### src/rtl/gpio_pkg.sv
// Shared register map and reset values for the GPIO port controller.
package gpio_pkg;

    localparam int unsigned GPIO_DIR     = 0;
    localparam int unsigned GPIO_OUT     = 1;
    localparam int unsigned GPIO_IN      = 2;
    localparam int unsigned GPIO_IRQ_EN  = 3;
    localparam int unsigned GPIO_EDGE    = 4;
    localparam int unsigned GPIO_STAT    = 5;
    localparam int unsigned GPIO_OUT_SET = 6;
    localparam int unsigned GPIO_OUT_CLR = 7;

    localparam int unsigned GPIO_RST_DIR    = 0;
    localparam int unsigned GPIO_RST_OUT    = 0;
    localparam int unsigned GPIO_RST_IRQ_EN = 0;
    localparam int unsigned GPIO_RST_EDGE   = 0;
    localparam int unsigned GPIO_RST_STAT   = 0;

endpackage

### src/rtl/gpio_sync.sv
// Multi-stage pin synchroniser; every lane is an independent
// SYNC_STAGES-deep shift chain cleared by the synchronous reset.
module gpio_sync #(
    parameter int WIDTH  = 8,
    parameter int STAGES = 2
) (
    input  logic             clk,
    input  logic             rst,
    input  logic [WIDTH-1:0] i_d,
    output logic [WIDTH-1:0] o_q
);

    logic [STAGES-1:0][WIDTH-1:0] r_stage;

    always_ff @(posedge clk) begin
        if (rst) begin
            r_stage <= '0;
        end else begin
            r_stage[0] <= i_d;
            for (int i = 1; i < STAGES; i++) begin
                r_stage[i] <= r_stage[i-1];
            end
        end
    end

    assign o_q = r_stage[STAGES-1];

endmodule

### src/rtl/gpio_ctrl.sv
// Bus-mapped controller for one GPIO port: DIR/OUT registers, synced
// readback, per-pin edge capture into STAT and a registered level irq.
module gpio_ctrl
    import gpio_pkg::*;
#(
    parameter int WIDTH       = 8,
    parameter int SYNC_STAGES = 2,
    parameter int ADDR_W      = 3
) (
    input  logic              clk,
    input  logic              rst,
    input  logic [ADDR_W-1:0] bus_addr,
    input  logic              bus_wr,
    input  logic              bus_rd,
    input  logic [WIDTH-1:0]  bus_wdata,
    output logic [WIDTH-1:0]  bus_rdata,
    output logic              bus_rvalid,
    output logic [WIDTH-1:0]  gpio_dir,
    output logic [WIDTH-1:0]  gpio_out,
    input  logic [WIDTH-1:0]  gpio_in,
    output logic              irq
);

    localparam int PW = $clog2(SYNC_STAGES + 2);
    localparam logic [PW-1:0] PRIME_N = PW'(SYNC_STAGES + 1);

    logic [WIDTH-1:0] r_dir;
    logic [WIDTH-1:0] r_out;
    logic [WIDTH-1:0] r_irq_en;
    logic [WIDTH-1:0] r_edge;
    logic [WIDTH-1:0] r_stat;
    logic [WIDTH-1:0] r_prev;
    logic [WIDTH-1:0] r_rdata;
    logic             r_rvalid;
    logic             r_irq;
    logic [PW-1:0]    r_prime;

    logic [WIDTH-1:0] w_sync;
    logic [WIDTH-1:0] w_rise;
    logic [WIDTH-1:0] w_fall;
    logic [WIDTH-1:0] w_hit;
    logic [WIDTH-1:0] w_clr;
    logic [WIDTH-1:0] w_rmux;
    logic             w_armed;

    gpio_sync #(
        .WIDTH  (WIDTH),
        .STAGES (SYNC_STAGES)
    ) u_sync (
        .clk (clk),
        .rst (rst),
        .i_d (gpio_in),
        .o_q (w_sync)
    );

    // Edge detection stays off until the sync chain and prev hold real pin levels.
    assign w_armed = (r_prime == PRIME_N);
    assign w_rise  = w_sync & ~r_prev;
    assign w_fall  = ~w_sync & r_prev;
    assign w_hit   = w_armed ? ((r_edge & w_rise) | (~r_edge & w_fall)) : '0;
    assign w_clr   = (bus_wr && bus_addr == ADDR_W'(GPIO_STAT)) ? bus_wdata : '0;

    always_ff @(posedge clk) begin
        if (rst) begin
            r_dir    <= WIDTH'(GPIO_RST_DIR);
            r_out    <= WIDTH'(GPIO_RST_OUT);
            r_irq_en <= WIDTH'(GPIO_RST_IRQ_EN);
            r_edge   <= WIDTH'(GPIO_RST_EDGE);
        end else if (bus_wr) begin
            case (bus_addr)
                ADDR_W'(GPIO_DIR):     r_dir    <= bus_wdata;
                ADDR_W'(GPIO_OUT):     r_out    <= bus_wdata;
                ADDR_W'(GPIO_IRQ_EN):  r_irq_en <= bus_wdata;
                ADDR_W'(GPIO_EDGE):    r_edge   <= bus_wdata;
                ADDR_W'(GPIO_OUT_SET): r_out    <= r_out | bus_wdata;
                ADDR_W'(GPIO_OUT_CLR): r_out    <= r_out & ~bus_wdata;
                default: ;
            endcase
        end
    end

    always_ff @(posedge clk) begin
        if (rst) begin
            r_prev  <= '0;
            r_stat  <= WIDTH'(GPIO_RST_STAT);
            r_irq   <= 1'b0;
            r_prime <= '0;
        end else begin
            r_prev <= w_sync;
            // A fresh hit beats a clear landing in the same cycle.
            r_stat <= (r_stat & ~w_clr) | w_hit;
            r_irq  <= |(r_stat & r_irq_en);
            if (!w_armed) begin
                r_prime <= r_prime + 1'b1;
            end
        end
    end

    always_comb begin
        w_rmux = '0;
        case (bus_addr)
            ADDR_W'(GPIO_DIR):    w_rmux = r_dir;
            ADDR_W'(GPIO_OUT):    w_rmux = r_out;
            ADDR_W'(GPIO_IN):     w_rmux = w_sync;
            ADDR_W'(GPIO_IRQ_EN): w_rmux = r_irq_en;
            ADDR_W'(GPIO_EDGE):   w_rmux = r_edge;
            ADDR_W'(GPIO_STAT):   w_rmux = r_stat;
            default:              w_rmux = '0;
        endcase
    end

    always_ff @(posedge clk) begin
        if (rst) begin
            r_rdata  <= '0;
            r_rvalid <= 1'b0;
        end else begin
            r_rvalid <= bus_rd;
            if (bus_rd) begin
                r_rdata <= w_rmux;
            end
        end
    end

    assign bus_rdata  = r_rdata;
    assign bus_rvalid = r_rvalid;
    assign gpio_dir   = r_dir;
    assign gpio_out   = r_out;
    assign irq        = r_irq;

endmodule

### config.mk
export PLATFORM = sky130hd
export DESIGN_NAME = gpio_ctrl
export DESIGN_NICKNAME = d
export VERILOG_FILES = /design/src/rtl/gpio_pkg.sv /design/src/rtl/gpio_sync.sv /design/src/rtl/gpio_ctrl.sv
export SDC_FILE = /design/constraint.sdc
export NUM_CORES = 1
export LEC_CHECK = 0
export CORE_MARGIN = 10
export CORE_UTILIZATION = 35
export DETAILED_ROUTE_END_ITERATION = 10
export PLACE_DENSITY = 0.66
export SLEW_MARGIN = 10
export SYNTH_ARGS = -nofsm -noshare
export SYNTH_HDL_FRONTEND = slang
export SYNTH_SLANG_ARGS = --single-unit
### constraint.sdc
create_clock -name clk -period 1.7 [get_ports clk]
set_clock_uncertainty 0.05 [all_clocks]
set_input_delay 0.17 -clock clk [delete_from_list [all_inputs] [get_ports clk]]
set_output_delay 0.17 -clock clk [all_outputs]
set_load 0.02 [all_outputs]
# After elaboration in Yosys (flattened, before gate mapping)
# Index checks and enable logic that the tools add are counted.
[op_classes]
addsub = 1
eq_ne = 8
n_reduce_logical = 8
n_bitwise = 15
muxes = 4
[op_table]
columns = ["operator", "count"]
rows = [
  ["AND 8 bit", 7],
  ["case mux 8 bit (6 select lines)", 1],
  ["inverter 8 bit", 5],
  ["bitwise OR 8 bit", 3],
  ["case mux 8 bit (3 select lines)", 1],
  ["2-to-1 mux 8 bit", 2],
  ["equality test 3 bit, second input constant", 4],
  ["AND reduction 2 bit", 4],
  ["OR reduction 8 bit", 1],
  ["equality test 3 x 2 -> 1 bit, second input constant", 2],
  ["equality test 3 x 1 -> 1 bit, second input constant", 1],
  ["zero test 3 bit", 1],
  ["nonzero test 3 bit", 1],
  ["adder 2 x 1 -> 2 bit, second input constant", 1],
  ["equality test 2 bit, second input constant", 1],
  ["logical AND 1 bit", 1],
]
[word_totals]
word_cells = 48
input_bits = 23
regBits = 76
output_inout_bits = 26

# Depth between registers and ports, before layout
[logic_depth]
depth_word = 6
mapped_depth = 5
ltp_nobuf = 3

# Modules after synthesis
# From an unflattened synthesis, not the netlist that was laid out.
[unflattened]
hier_cells = 353
hier_area_um2 = 3278.1
[by_module_without_submodules]
columns = ["module", "seq_area_each_um2", "cells_each", "n_inst", "area_per_inst_um2"]
rows = [
  ["gpio_ctrl", 1201.2, 312, 1, 2753.9],
  ["gpio_sync", 320.3, 41, 1, 524.3],
]

# Worst setup path before layout
# No wires, ideal clock.
[synth_path]
kind = "input-to-reg"
from = "input bus_addr[0]"
to = "register r_out[0] (netlist: gpio_out[0])"
n_path_buf = 1
path_slack_ns = 0.478
setup_ns = 0.117
required_ns = 1.533
t_arrival_ns = 1.055
stages = 4
path_cell_list = "buf_2 -> nor3b_4 -> o211ai_1 -> a32o_1"
[synth_via]
elab_chain_cells = 3
elab_cells_between_ends = 6
cone_classes = "eq/ne (3); mux (1); reduce/logical (2)"
[synth_rtl]
columns = ["element", "line", "rtl"]
rows = [
  ["start: declaration", "gpio_ctrl.sv:12", "input logic [ADDR_W-1:0] bus_addr,"],
  ["equality test 3 x 1 -> 1 bit / equality test 3 bit (equally long branches)", "gpio_ctrl.sv:70", "case (bus_addr)"],
  ["nonzero test 3 bit (no line)", "n/a", ""],
  ["AND reduction 2 bit (no line)", "n/a", ""],
  ["end signal: assignment", "gpio_ctrl.sv:72", "ADDR_W'(GPIO_OUT): r_out <= bus_wdata;"],
  ["end signal: assignment", "gpio_ctrl.sv:75", "ADDR_W'(GPIO_OUT_SET): r_out <= r_out | bus_wdata;"],
  ["end signal: assignment", "gpio_ctrl.sv:76", "ADDR_W'(GPIO_OUT_CLR): r_out <= r_out & ~bus_wdata;"],
  ["end: declaration", "gpio_ctrl.sv:28", "logic [WIDTH-1:0] r_out;"],
]
# Parallel ways exist; a longest one is shown, timed or not.
# A chain may end at the register's enable or synchronous reset.

# Worst setup path after layout
[layout_path]
from = "register r_dir[0] (netlist: gpio_dir[0])"
to = "output gpio_dir[0]"
[layout_lines]
columns = ["element", "line", "rtl"]
rows = [
  ["start: declaration", "gpio_ctrl.sv:27", "logic [WIDTH-1:0] r_dir;"],
  ["start signal: assignment", "gpio_ctrl.sv:65", "r_dir <= WIDTH'(GPIO_RST_DIR);"],
  ["start signal: assignment", "gpio_ctrl.sv:71", "ADDR_W'(GPIO_DIR): r_dir <= bus_wdata;"],
  ["end: declaration", "gpio_ctrl.sv:18", "output logic [WIDTH-1:0] gpio_dir,"],
]
# No word-level cell between the ends.

==> run_results.csv <==
group,metric,value,unit
setup_path,path_class,"reg -> out",
setup_path,cp_cell_sequence,"clkdlybuf4s50_1",
die,core_area,9280,um2
sta,finalHoldViolCount,0,
synthesis,netlist.area_leader.share,0.453,
finish,syn_to_final_growth,31.6,%
global_route,grt_use_total,0.130,
synthesis,ys_ff_latch,76,
global_route,grt_pass1_vias,2768,
clock_network,cts_max_level,3,
power_and_ir_drop,power.density,910,nW/um2
synthesis,syn_nets,379,
sta,fmax,0.607,GHz
route,route.detailed.drc,0,
place,gp_congestion,0.897,
synthesis,syn_avg_cell_area,9.46,um2
route,viasPerCell,5.17,
finish,final_cells,556,
setup_path,crit_family,"buffers and inverters",
route,ant_nets,0,
route,drtIter0Drc,187,
sta,max-slew-margin-rel,0.713,
die,floorplan.initialDensity,0.362,
finish,fin_area,4420,um2
clock_network,cts.reportedPaths.clkPinSlew,0.08,ns
finish,fin_util,0.476,
place,placed_area,4180,um2
place,pre_cts_ws,-0.135,ns
power_and_ir_drop,leakagePower,1.67,nW
sta,worst_slew_pin_slew,0.431,ns
setup_path,worstPathRequired,1.48,ns
synthesis,synth_cell_types,48,
setup_path,cp.buffers_inverters,1,
sta,setup_ws,0.0526,ns
setup_path,crit_path_max_fanout,3,
synthesis,ys_seq_area_frac,0.453,
sta,fin_crit_sh,0.969,
sta,report.final.slew_viol_count,0,
synthesis,async_flop_share,0,
synthesis,netlist_instances,355,
job,drv_cap,0,
place,dpl.hpwl,6.69,mm
setup_path,start_kind,"flop",
clock_network,clock_path_buffers,2,
die,io_pins,49,
setup_path,slowest_delay,0.66,ns
sta,period_minus_slack,1.65,ns
die,rows,35,
setup_path,worstPathArrival,1.43,ns
run_status,outcome,"complete, no violations",
die,dieArea,13900,um2
finish,multiInputGateArea,1640,um2
synthesis,yosys.area.top_type,"dfxtp_1",
finish,seq_area,1520,um2
synthesis,synth_warnings,0,
power_and_ir_drop,irDropWorstVdd,0.585,mV
clock_network,cts_buffers,9,
worst_hold_path,hold_class,"in -> reg",
clock_network,cts.sinks,76,
finish,drive_gt1_frac,0.145,
route,drt-total-wl,8.94,mm
place,place_inst,540,
synthesis,synth_edf_count,0,
synthesis,syn_area,3360,um2
clock_network,cts_tree,"yes",
sta,rsz0062_at_grt,"no",
sta,setup_viol,0,
synthesis,synth_ff_type,"dfxtp_1",
setup_path,worst_setup_path_end_kind,"output pin",
finish,fillerInstances,900,
clock_network,cts-resized-gates,0,
finish,fin_nets,446,
clock_network,hold_buffers,0,
die,fp.dieH,118,um
global_route,antenna_found_initial,0,
clock_network,cts-root-buf,"clkbuf_8",
global_route,grt_max_degree,69,
synthesis,synthTopCellsByArea,"dfxtp_1 (45%), nor2b_1 (4.7%), a21oi_1 (4.2%), mux2i_1 (4.2%), nand2_1 (3.7%)",
global_route,grt_pass1_wl,14.8,mm
finish,antenna_cells,0,
route,routedWlPerCell,16.1,um
global_route,overflow,0,
die,fp.dieW,118,um
setup_path,crit_slowest_cell,"clkdlybuf4s50_1",
route,dr.pass1.iters,6,
route,vias,2873,
clock_network,clk_latency,0.34,ns
clock_network,cts_setup_buffers,0,
sta,tns,0,ns
place,port_buffers,48,
-- path summary, 6_finish.rpt --
kind	startpoint	end	slack (ns)	depth (start not counted)
hold reg to reg	u_sync.r_stage[0]$_SDFF_PP0_	u_sync.o_q[0]$_SDFF_PP0_	0.39	1
hold / removal	rst	u_sync.r_stage[6]$_SDFF_PP0_	0.28	3
setup reg to reg	r_prime[0]$_SDFFE_PP0N_	r_stat[3]$_SDFF_PP0_	0.42	3
setup / recovery	gpio_dir[0]$_SDFFE_PP0P_	gpio_dir[0]	0.05	1
-- Yosys cell counts, types with 2 or more instances --
cell type / count
dfxtp_1: 76
nand2_1: 33
a21oi_1: 28
nor2b_1: 25
nor2_1: 21
o21ai_0: 16
mux2i_1: 14
and3b_1: 13
clkbuf_1: 12
inv_1: 12
a32o_1: 8
nand3b_1: 8
nor3b_1: 8
o211ai_1: 8
a31oi_1: 7
mux2_2: 7
a311oi_1: 6
a22oi_1: 5
buf_2: 5
a211o_1: 4
buf_6: 4
and4b_1: 3
mux2_1: 3
a2bb2oi_1: 2
buf_1: 2
buf_4: 2
o21ai_1: 2
-- cells by family (layout without fill, tap and decap cells) --
kind of cell               count (synthesis)  after routing  share of synthesized area
adders and majority gates                  1              1                    0.00373
and+or+nand+nor                          122            122                      0.222
DFF                                       76             76                      0.453
buffers and inverters                     39            111                     0.0578
xor gates and xnor gates                   1              1                    0.00261
muxes                                     24             24                     0.0753
AOI/OAI and AO/OA                         92             92                      0.185
-- cells in the final DEF (no fill, tap or decap), types with 9 or more instances in the layout --
cell type / instances
dfxtp_1: 76
clkdlybuf4s50_1: 47
nand2_1: 33
a21oi_1: 28
buf_4: 28
nor2b_1: 25
nor2_1: 21
o21ai_0: 16
mux2i_1: 14
and3b_1: 13
inv_1: 12
clkbuf_8: 9
-- metal layers --
| metal | up-vias | wire [um] | GRT usage |
|---|---|---|---|
| met5 | - | 0 | 0 |
| met4 | 0 | 157 | 0.0417 |
| met3 | 10 | 502 | 0.0451 |
| met2 | 82 | 4200 | 0.200 |
| met1 | 1373 | 4080 | 0.165 |
| li1 | 1408 | - | - |
-- cell type report --
cell class | instances | share of cell area
repair buffers | 82 | 0.182
multi-input cells | 240 | 0.371
well taps | 129 | 0.0365
inverters | 13 | 0.0110
clock buffers | 10 | 0.0289
flip-flops and latches | 76 | 0.344
clock inverters | 6 | 0.0255
-- where the power goes --
| part | leakage, nW | switching (mW) | internal [mW] |
|---|---|---|---|
| clock | 0.109 | 0.665 | 0.975 |
| combinational | 0.944 | 0.244 | 0.247 |
| sequential | 0.620 | 0.0459 | 1.85 |
| total | 1.67 | 0.955 | 3.07 |
-- registers in the layout, indices dropped and copies added (netlist names) --
register / cells
bus_rvalid: 1
gpio_out: 8
r_stat: 8
r_prev: 8
u_sync.r_stage: 8
r_edge: 8
bus_rdata: 8
gpio_dir: 8
u_sync.o_q: 8
r_prime: 2
irq: 1
r_irq_en: 8
-- per-stage QoR --
step	total power, mW	hold WS [ns]
finish	4.02	0.280
global route	4.19	0.284
CTS	4.06	0.278
detailed placement	2.43	0.370
global placement	2.41	0.368
floorplan	2.18	0.246
(Power assumes the default switching activity.)
